`src/rtl/debounce_pkg.sv`:
```
// Shared definitions for the push-button debounce bank: event codes,
// the event record layout and the default timing constants for 50 MHz.
package debounce_pkg;

  // Event codes presented on evt_type.
  typedef enum logic [1:0] {
    EVT_NONE    = 2'b00,
    EVT_PRESS   = 2'b01,
    EVT_RELEASE = 2'b10,
    EVT_LONG    = 2'b11
  } evt_code_e;

  // Largest supported bank and the channel field that covers it.
  localparam int unsigned MAX_CH     = 16;
  localparam int unsigned CH_FIELD_W = 4;

  // One queued event: originating channel plus its code.
  typedef struct packed {
    logic [CH_FIELD_W-1:0] ch;
    evt_code_e             code;
  } evt_t;

  // 20 us debounce window and 1 s long-press threshold at 50 MHz.
  localparam int unsigned DEF_STABLE_CYCLES = 1000;
  localparam int unsigned DEF_LONG_CYCLES   = 50_000_000;

endpackage

```
`src/rtl/debounce_ch.sv`:
```
// One button channel: 2-FF synchroniser, polarity normalisation,
// debounce counter, long-press hold counter and the three tick pulses.
module debounce_ch
  import debounce_pkg::*;
#(
  parameter int unsigned STABLE_CYCLES = DEF_STABLE_CYCLES,
  parameter int unsigned LONG_CYCLES   = DEF_LONG_CYCLES,
  parameter int unsigned ACTIVE_LOW    = 1
) (
  input  logic clk,
  input  logic reset,
  input  logic sw,
  output logic db_level,
  output logic pos_tick,
  output logic neg_tick,
  output logic long_tick
);

  localparam int unsigned CNT_W    = $clog2(STABLE_CYCLES);
  localparam int unsigned HOLD_THR = LONG_CYCLES - STABLE_CYCLES;
  localparam int unsigned HOLD_W   = (HOLD_THR > 0) ? $clog2(HOLD_THR + 1) : 1;

  localparam logic              IDLE_PIN  = (ACTIVE_LOW != 0);
  localparam logic [CNT_W-1:0]  CNT_LAST  = CNT_W'(STABLE_CYCLES - 1);
  localparam logic [HOLD_W-1:0] HOLD_LAST = HOLD_W'(HOLD_THR);

  logic [1:0]        sync_q;
  logic              s;
  logic [CNT_W-1:0]  cnt;
  logic [HOLD_W-1:0] hold;
  logic [HOLD_W-1:0] hold_nxt;
  logic              flip;
  logic              hold_sat;

  // Synchroniser resets to the idle pin level so reset never looks like a press.
  always_ff @(posedge clk or negedge reset) begin
    if (!reset) begin
      sync_q <= {2{IDLE_PIN}};
    end else begin
      sync_q <= {sync_q[0], sw};
    end
  end

  assign s        = (ACTIVE_LOW != 0) ? ~sync_q[1] : sync_q[1];
  assign flip     = (s != db_level) && (cnt == CNT_LAST);
  assign hold_sat = (hold == HOLD_LAST);
  assign hold_nxt = hold + 1'b1;

  // Debounce: count consecutive disagreeing samples, flip the level on the last one.
  always_ff @(posedge clk or negedge reset) begin
    if (!reset) begin
      cnt      <= '0;
      db_level <= 1'b0;
      pos_tick <= 1'b0;
      neg_tick <= 1'b0;
    end else begin
      pos_tick <= flip & s;
      neg_tick <= flip & ~s;
      if ((s == db_level) || flip) begin
        cnt <= '0;
      end else begin
        cnt <= cnt + 1'b1;
      end
      if (flip) begin
        db_level <= s;
      end
    end
  end

  // Hold counter restarts with each press and saturates so only one long tick fires.
  always_ff @(posedge clk or negedge reset) begin
    if (!reset) begin
      hold      <= '0;
      long_tick <= 1'b0;
    end else begin
      long_tick <= 1'b0;
      if (flip && s) begin
        hold      <= '0;
        long_tick <= (HOLD_THR == 0);
      end else if (db_level && !hold_sat) begin
        hold      <= hold_nxt;
        long_tick <= (hold_nxt == HOLD_LAST);
      end
    end
  end

endmodule

```
`src/rtl/debounce_bank.sv`:
```
// N-channel debounce bank: per-channel debouncers plus a pending-event
// store that serialises press/long/release events onto one ready/valid port.
module debounce_bank
  import debounce_pkg::*;
#(
  parameter int unsigned N_CH          = 5,
  parameter int unsigned STABLE_CYCLES = DEF_STABLE_CYCLES,
  parameter int unsigned LONG_CYCLES   = DEF_LONG_CYCLES,
  parameter int unsigned ACTIVE_LOW    = 1
) (
  input  logic                                    clk,
  input  logic                                    reset,
  input  logic [N_CH-1:0]                         sw,
  input  logic                                    clr_ovf,
  output logic [N_CH-1:0]                         db_level,
  output logic [N_CH-1:0]                         pos_tick,
  output logic [N_CH-1:0]                         neg_tick,
  output logic [N_CH-1:0]                         long_tick,
  output logic                                    evt_valid,
  input  logic                                    evt_ready,
  output logic [$clog2(N_CH > 1 ? N_CH : 2)-1:0]  evt_ch,
  output logic [1:0]                              evt_type,
  output logic                                    evt_overflow
);

  localparam int unsigned CH_W = $clog2(N_CH > 1 ? N_CH : 2);

  logic [N_CH-1:0] pend_press, pend_long, pend_rel;
  logic [N_CH-1:0] take_press, take_long, take_rel;
  logic [N_CH-1:0] clr_press, clr_long, clr_rel;
  logic [N_CH-1:0] nxt_press, nxt_long, nxt_rel;
  logic [N_CH-1:0] ovf_vec;
  logic            load;
  logic            found;
  logic            ovf_hit;
  logic [CH_W-1:0] sel_ch;
  evt_code_e       sel_code;

  for (genvar g = 0; g < N_CH; g++) begin : g_ch
    debounce_ch #(
      .STABLE_CYCLES(STABLE_CYCLES),
      .LONG_CYCLES  (LONG_CYCLES),
      .ACTIVE_LOW   (ACTIVE_LOW)
    ) u_ch (
      .clk      (clk),
      .reset    (reset),
      .sw       (sw[g]),
      .db_level (db_level[g]),
      .pos_tick (pos_tick[g]),
      .neg_tick (neg_tick[g]),
      .long_tick(long_tick[g])
    );
  end

  assign load = !evt_valid || evt_ready;

  // Priority pick over pending bits and this cycle's ticks, so a fresh tick
  // reaches evt_valid one cycle later: lowest channel, then press > long > release.
  always_comb begin
    found      = 1'b0;
    sel_ch     = '0;
    sel_code   = EVT_NONE;
    take_press = '0;
    take_long  = '0;
    take_rel   = '0;
    for (int unsigned i = 0; i < N_CH; i++) begin
      if (!found) begin
        if (pend_press[i] || pos_tick[i]) begin
          found         = 1'b1;
          sel_ch        = CH_W'(i);
          sel_code      = EVT_PRESS;
          take_press[i] = 1'b1;
        end else if (pend_long[i] || long_tick[i]) begin
          found        = 1'b1;
          sel_ch       = CH_W'(i);
          sel_code     = EVT_LONG;
          take_long[i] = 1'b1;
        end else if (pend_rel[i] || neg_tick[i]) begin
          found       = 1'b1;
          sel_ch      = CH_W'(i);
          sel_code    = EVT_RELEASE;
          take_rel[i] = 1'b1;
        end
      end
    end
  end

  assign clr_press = take_press & {N_CH{load}};
  assign clr_long  = take_long  & {N_CH{load}};
  assign clr_rel   = take_rel   & {N_CH{load}};

  // A loaded bit that was already pending lets a same-cycle tick re-set it;
  // a loaded bit fed only by the tick consumes that tick directly.
  assign nxt_press = (pend_press & ~clr_press) | (pos_tick  & ~(clr_press & ~pend_press));
  assign nxt_long  = (pend_long  & ~clr_long)  | (long_tick & ~(clr_long  & ~pend_long));
  assign nxt_rel   = (pend_rel   & ~clr_rel)   | (neg_tick  & ~(clr_rel   & ~pend_rel));

  assign ovf_vec = (pos_tick  & pend_press & ~clr_press)
                 | (long_tick & pend_long  & ~clr_long)
                 | (neg_tick  & pend_rel   & ~clr_rel);
  assign ovf_hit = |ovf_vec;

  // Pending event bits per channel.
  always_ff @(posedge clk or negedge reset) begin
    if (!reset) begin
      pend_press <= '0;
      pend_long  <= '0;
      pend_rel   <= '0;
    end else begin
      pend_press <= nxt_press;
      pend_long  <= nxt_long;
      pend_rel   <= nxt_rel;
    end
  end

  // Output register: reloads whenever empty or accepted, holds under backpressure.
  always_ff @(posedge clk or negedge reset) begin
    if (!reset) begin
      evt_valid <= 1'b0;
      evt_ch    <= '0;
      evt_type  <= EVT_NONE;
    end else if (load) begin
      evt_valid <= found;
      if (found) begin
        evt_ch   <= sel_ch;
        evt_type <= sel_code;
      end
    end
  end

  // Sticky overflow flag; a drop in the same cycle as a clear wins.
  always_ff @(posedge clk or negedge reset) begin
    if (!reset) begin
      evt_overflow <= 1'b0;
    end else if (ovf_hit) begin
      evt_overflow <= 1'b1;
    end else if (clr_ovf) begin
      evt_overflow <= 1'b0;
    end
  end

endmodule

```
`config.mk`:
```
export PLATFORM = sky130hd
export DESIGN_NAME = debounce_bank
export DESIGN_NICKNAME = d
export VERILOG_FILES = /design/src/rtl/debounce_pkg.sv /design/src/rtl/debounce_ch.sv /design/src/rtl/debounce_bank.sv
export SDC_FILE = /design/constraint.sdc
export NUM_CORES = 1
export LEC_CHECK = 0
export ABC_AREA = 0
export ABC_CLOCK_PERIOD_IN_PS = 4690
export CORE_AREA = 2 2 155 157
export CTS_CLUSTER_SIZE = 40
export DETAILED_ROUTE_END_ITERATION = 12
export DIE_AREA = 0 0 157 159
export PLACE_DENSITY = 0.74
export SLEW_MARGIN = 40
export SYNTH_ARGS = -nofsm -noshare
export SYNTH_HDL_FRONTEND = slang
export SYNTH_SLANG_ARGS = --single-unit
```
`constraint.sdc`:
```
create_clock -name clk -period 4.69 [get_ports clk]
set_input_delay 0.469 -clock clk [delete_from_list [all_inputs] [get_ports clk]]
set_output_delay 0.469 -clock clk [all_outputs]
set_load 0.05 [all_outputs]
```
==> impl_results.md <==
- Status: complete, no violations
- EDFF count, synth: 0
- Placed Instances: 1766
- Worst path cell trace: or4_1 > or4_1 > o31ai_4 > buf_4 > and2_1 > o21ai_0 > o31ai_1
- Asr flop ratio synth: 1.00
- Root buffer cell: clkbuf_16
- 1st-pass router iterations: 5
- Grt ovf: 0
- DR WL met3: roughly 1300 um
- Largest net degree at the start of global routing: between 90 and 100
- HP Start: sw[3]
- Critical Path Max Stage Delay: ~0.7 ns
- Metal2 WL: about 14000 um
- Hold Buf Count CTS: 1
- R2R Setup Slk: around 1.3 ns
- Crit path time final: about 3.4 ns
- Die height: 159 um
- Yosys reg bits: between 200 and 250
- Final setup violation count: 0
- Post-route ant nets: 0
- Startpoint class of the critical path: register
- Hold endpoint: g_ch[3].u_ch.sync_q[0]
- H-tree lvl count: 1
- Detail Placement HPWL: roughly 20000 um
- Worst Reg-to-Reg Cells: 7
- Critical path arrival: roughly 3.8 ns
- Crit path top cell by count: or4_1
- GRT Overall Usage: 0.243
- Worst Path Max Fanout: 50
- Chip width: 157 um
- Origin of the critical flop-to-flop path: g_ch[4].u_ch.hold[18]
- Max Cap Violations: 0
- Post-synthesis cell type count: 82
- Wire length on met1: roughly 14000 um
- Boundary pin count: 36
- CTS tree: yes
- Vias per cell: ~6
- Fillers: between 1500 and 2000
- Ant. Diodes: 0
- Clk buf depth: 3
- Synth warnings: 0
- Crit path max-delay cell type: and2_1
- RePlAce Congestion: about 0.86
- FP Rows: 56
- Synth Cell Area: approximately 0.013 mm^2
- Sequential fraction of the synthesis area: 0.437
- Slew margin rel.: 0.480
- Fin. Hold Viols: 0
- Initial Util: 0.574
- TritonCTS buffer count: 26
- Initial antenna violation count: 0
- Iter 0 DRT Violations: about 850
- Bufs and invs on worst path: 1
- CTS sink count: ~230
- Post_cts resized: 0
- Most common cell after layout, fill and taps aside: dfrtp_1
- Clock Skews: 0.00884 ns
- Design Area, Final: about 0.015 mm^2
- RSZ-0062 raised after global routing: false
- Most frequent cells in the layout: dfrtp_1, o21ai_0, nor2_1, nand2_1, nand3_1
- Placed cell area: approximately 0.014 mm^2
- Leakage: around 6.0 nW
- Area Growth Syn to Fin: 9.97%
- Layout cells sized above 1: 0.0615
- Clk Latency, worst-skew pair: 0.53 ns
- NumNets Final: 1506
- DR WL/cell: around 16 um
- Worst hold path class: primary input to register
- # Post-CTS Setup Buffers: 0
- Avg Inst Size Synth: about 9 um^2
- Net count after synthesis: 1539
- Max Freq: approximately 0.30 GHz
- First-pass GRT wire length: between 50000 and 60000 um
- PD cells: 294 mW/mm^2
- Worst-Margin Slew: 0.773 ns
- Via count of the routed design: between 10000 and 15000
- Count of input and output buffers: 35
- Setup TNS: 0 ns
- CP delay by family, top: simple AND/OR/NAND/NOR gates
- WS Path Type: register to register
- Clock Pin Slew Worst Setup and Hold Paths: 0.06 ns
- Max layer used: met4
- CP endpoint kind: register
- Worst vdd ir: 0.000214 V
- Syn Inst Count: 1510
- Period utilization: 0.721
- Fin util: 0.632
- Post-Route WL: ~30000 um
- Pins Over Slew Limit: 0
- Post-route DRC violation count: 0
- Worst R2R End: g_ch[4].u_ch.hold[21]
- Die area: around 0.025 mm^2
- Main flop type after synthesis: dfrtp_1
- Layout Cells excl Fill: around 1800
- Vias in the first global route: around 10000
- Cells on Worst Hold Path: 1
- Core area: between 0.02 and 0.025 mm^2
- CP Data Required Time: between 5 and 6 ns
## per-stage QoR
stage	power, mW	worst slack, ns	hold WS [ns]
floorplan	2.11	2.03	0.173
global placement	2.18	1.42	0.347
detailed placement	2.18	1.31	0.347
CTS	4.35	1.33	0.328
global route	4.44	1.10	0.339
finish	4.31	1.31	0.343
## layer usage
metal / vias up / track usage
li1: 5436 / -
met1: 5398 / 0.354
met2: 244 / 0.385
met3: 45 / 0.0310
met4: 0 / 0.0609
met5: - / 0
## logic make-up (layout without fill, tap and decap cells)
kind of cell,count (synthesis),in the layout,share of synthesized area
AND/OR/NAND/NOR,639,639,0.257
adder cells (fa/ha/maj),34,34,0.0293
XOR/XNOR,60,60,0.0394
AO/OA/AOI/OAI,385,385,0.179
multiplexers,11,11,0.00855
buffers and inverters,149,136,0.0502
flip-flops,232,232,0.437
## cell type report
class                           count  area [um^2]  area share
Timing Repair Buffer               50          503      0.0343
Inverter                           38          143     0.00974
Sequential cell                   232         5820       0.397
Tap cell                          319          399      0.0272
Multi-Input combinational cell   1129         6870       0.469
Clock buffer                       36          749      0.0512
Clock inverter                     12          165      0.0113
## registers in the layout (all words and copies together), names as in the netlist
register	flops
g_ch.u_ch.db_level	5
evt_ch	3
evt_overflow	1
pend_press	5
pend_long	5
g_ch.u_ch.cnt	50
g_ch.u_ch.pos_tick	5
evt_valid	1
g_ch.u_ch.neg_tick	5
g_ch.u_ch.sync_q	10
pend_rel	5
g_ch.u_ch.long_tick	5
evt_type	2
g_ch.u_ch.hold	130
## synthesized netlist by cell type (4+ instances only)
cell        n  area share
or3_1      24       0.011
clkbuf_1   67       0.019
o211ai_1    5      0.0028
dfrtp_1   222        0.42
maj3_1     14       0.011
dfstp_2    10       0.020
mux2i_1     8      0.0060
nand4_1    41       0.019
xor2_1     29       0.019
nand2b_1   37       0.017
nor2b_1    19      0.0089
nand2_1    98       0.028
inv_1      38       0.011
nor4_1     19      0.0089
ha_1       20       0.019
nor3b_1     8      0.0045
o31ai_1    65       0.037
or4_1      15      0.0085
o41ai_1    25       0.016
o21ai_1    11      0.0041
nand3b_1    8      0.0045
nor3_1     26      0.0098
and3_1     43       0.020
and4_1     11      0.0072
and2_1     17      0.0080
xnor2_1    31       0.020
o21ai_0   161       0.060
nor4b_1     4      0.0026
nand3_1    89       0.033
nand4b_1    9      0.0059
buf_4      21       0.012
a31oi_1    29       0.014
nor2_1    146       0.041
a41oi_1     6      0.0039
buf_2      19      0.0071
a21oi_1    51       0.019
## worst max-delay path by stage
stage,to,from,slack [ns],cells past startpoint
3_5_place_dp,g_ch[4].u_ch.hold[21],g_ch[4].u_ch.hold[18],1.31,7
5_1_grt,g_ch[4].u_ch.hold[21],g_ch[4].u_ch.hold[18],1.10,7
6_report,g_ch[4].u_ch.hold[21],g_ch[4].u_ch.hold[18],1.31,7
2_1_floorplan,g_ch[2].u_ch.long_tick,g_ch[2].u_ch.hold[0],2.03,8
3_3_place_gp,g_ch[4].u_ch.hold[13],g_ch[4].u_ch.hold[18],1.42,7
4_1_cts,g_ch[4].u_ch.hold[21],g_ch[4].u_ch.hold[18],1.33,7
## report_power, final
group	switching (mW)	internal, mW	total (mW)	leakage (nW)
Clock	0.824	1.33	2.16	0.448
Sequential	0.0158	2.02	2.04	3.18
Combinational	0.0753	0.0327	0.108	2.37
No activity file was read; power rests on OpenSTA's default activity.
==> variant, RTL diff (same flow settings) <==
One comparison of `cnt` changes from == to >=.
--- a/src/rtl/debounce_ch.sv
+++ b/src/rtl/debounce_ch.sv
@@ -42,7 +42,7 @@
   end
 
   assign s        = (ACTIVE_LOW != 0) ? ~sync_q[1] : sync_q[1];
-  assign flip     = (s != db_level) && (cnt == CNT_LAST);
+  assign flip     = (s != db_level) && (cnt >= CNT_LAST);
   assign hold_sat = (hold == HOLD_LAST);
   assign hold_nxt = hold + 1'b1;
 
Behaviour: no difference found for any inputs over 10 cycles, from zero or initial values and one cycle with reset low; that may be too few to reach the edited logic, so the function may still have changed.
==> variant against the unedited design <==
- critical path depth is 2 higher
- utilization up 0.98 points
- area after synthesis increased by 1.3%
- sequential cell count unchanged
- wire length rose by 2.3%
- fmax rose by 15%
- via count is 3.4% higher
- power hardly changed
- setup slack better by 0.44 ns
- global-route usage up 0.090 points
- die area unchanged
- final area increased by 1.6%
- largest cell class unchanged
==> variant: results (changes against the unedited design) <==
SYNTH_CELL_TYPE_COUNT=78  # -4.9%
MET2_GLOBAL_ROUTE_USAGE_PCT=38.64  # +0.16 points
VIAS_IN_THE_FIRST_GLOBAL_ROUTE=10470  # -0.25%
SYNTH_COMPOUND_GATE_AREA_SHARE_PCT=17.86  # -0.056 points
GLOBAL_ROUTE.USAGE.TOTAL_PCT=24.34  # +0.090 points
CP_MAX_FO=17  # -66%
CELLLEAKAGEPOWER_nW=6.066  # +1.0%
ROUTE.MET3.WL_UM=1458  # +16%
TIMING.SLEW.HEADROOM_PCT=46.19  # -1.8 points
SYNTH.YOSYS.SEQ_AREA_SHARE_PCT=43.13  # -0.54 points
NUMPLACEDINSTANCES=1809  # +2.4%
GRT_MAX_DEGREE=89  # -10%
NUMBER_OF_DESIGN_RULE_VIOLATIONS_LEFT_BY_THE_FIRST_DETAILED_ROUTER_ITERATION=1013  # +20%
MULTI_INPUT_AREA_SQ_UM=7107  # +3.4%
POST_ROUTE_MET1_WIRELENGTH_UM=14270  # +1.2%
SYNTH.AREA.TOP_CELLS='dfrtp_1 41%, o21ai_0 6.2%, nor2_1 4.7%'
FINALWEIGHTEDCONGESTION=0.8676  # +0.39%
YOSYS.AREA_SHARE.XOR_XNOR_PCT=5.064  # +1.1 points
CLOCK_NET_POWER_W=0.00216  # about the same
POST_ROUTE_CELLS_DRIVE_ABOVE_1_SHARE_PCT=6.688  # +0.54 points
DETAILED_PLACE.AREA_SQ_UM=13930  # +1.7%
CRITPATHARRIVALTIME_NS=3.36  # -0.45 ns
DRT_WL_TOTAL_UM=30550  # +2.3%
STATUS='complete, no violations'
WORSTSETUPSTARTPOINT='g_ch[0].u_ch.hold[1]'
DETAILROUTE.WIRELENGTH.MET2_UM=14300  # +3.4%
SLOWEST_STAGE_CELL_CP='o41a_1'
DPL.HPWL_UM=20850  # +5.3%
NETLIST_INSTANCES=1542  # +2.1%
DESIGN_POWER_TOTAL_W=0.004308  # about the same
DR_TOTAL_VIAS=11501  # +3.4%
ROUTEDWLPERCELL_UM=16.43  # about the same
CPPEAKSTAGEDELAY_NS=0.64  # -0.06 ns
CLOCK_SKEW_NS=0.01351  # +0.004668 ns
NFILLCELLS=1931  # +0.63%
DETAILEDPLACE.WORSTSLACK_NS=1.771  # +0.4611 ns
POSTCTSHOLDBUFS=1  # unchanged
POWER.SHARE.SWITCHING_PCT=20.57  # -0.69 points
SYNTH_TOP_CELLS_BY_COUNT='222 x dfrtp_1, 170 x nor2_1, 168 x o21ai_0'
GLOBAL_ROUTE.USAGE.MET1_PCT=36.12  # +0.70 points
YOSYSTOPAREACELLSHARE_PCT=41.18  # -0.52 points
SYNTH_FA_HA_AREA_SHARE_PCT=2.745  # -0.18 points
MUXSHAREOFSYNTHAREA_PCT=0.3988  # -0.46 points
-- variant: cell count changes after synthesis, sizes merged, moves of 8 or more --
cell    before  now
o31ai       67   53
xnor2       31   47
or3         26   16
nand2       98  133
nand4       41   49
nor2       147  170
or2          1   11
nor3        27   35
nand2b      37    9
-- variant: worst paths after layout --
path | to | slack [ns] | cells past startpoint
setup / recovery | g_ch[0].u_ch.hold[15] | 1.74 | 9
max in group asynchronous | g_ch[3].u_ch.sync_q[1] | 3.08 | 4
setup reg to reg | g_ch[0].u_ch.hold[15] | 1.74 | 9
min in group asynchronous | g_ch[2].u_ch.hold[25] | 0.45 | 2
hold reg to reg | g_ch[3].u_ch.sync_q[1] | 0.36 | 0
hold / removal | g_ch[3].u_ch.sync_q[0] | 0.35 | 1
-- variant: layout make-up --
class	count	share of cell area, %
clock buffers	40	5.272
clock inverters	8	0.9418
inverters	34	0.8577
multi-input cells	1176	47.76
flip-flops and latches	232	39.10
well taps	319	2.682
repair buffers	50	3.380
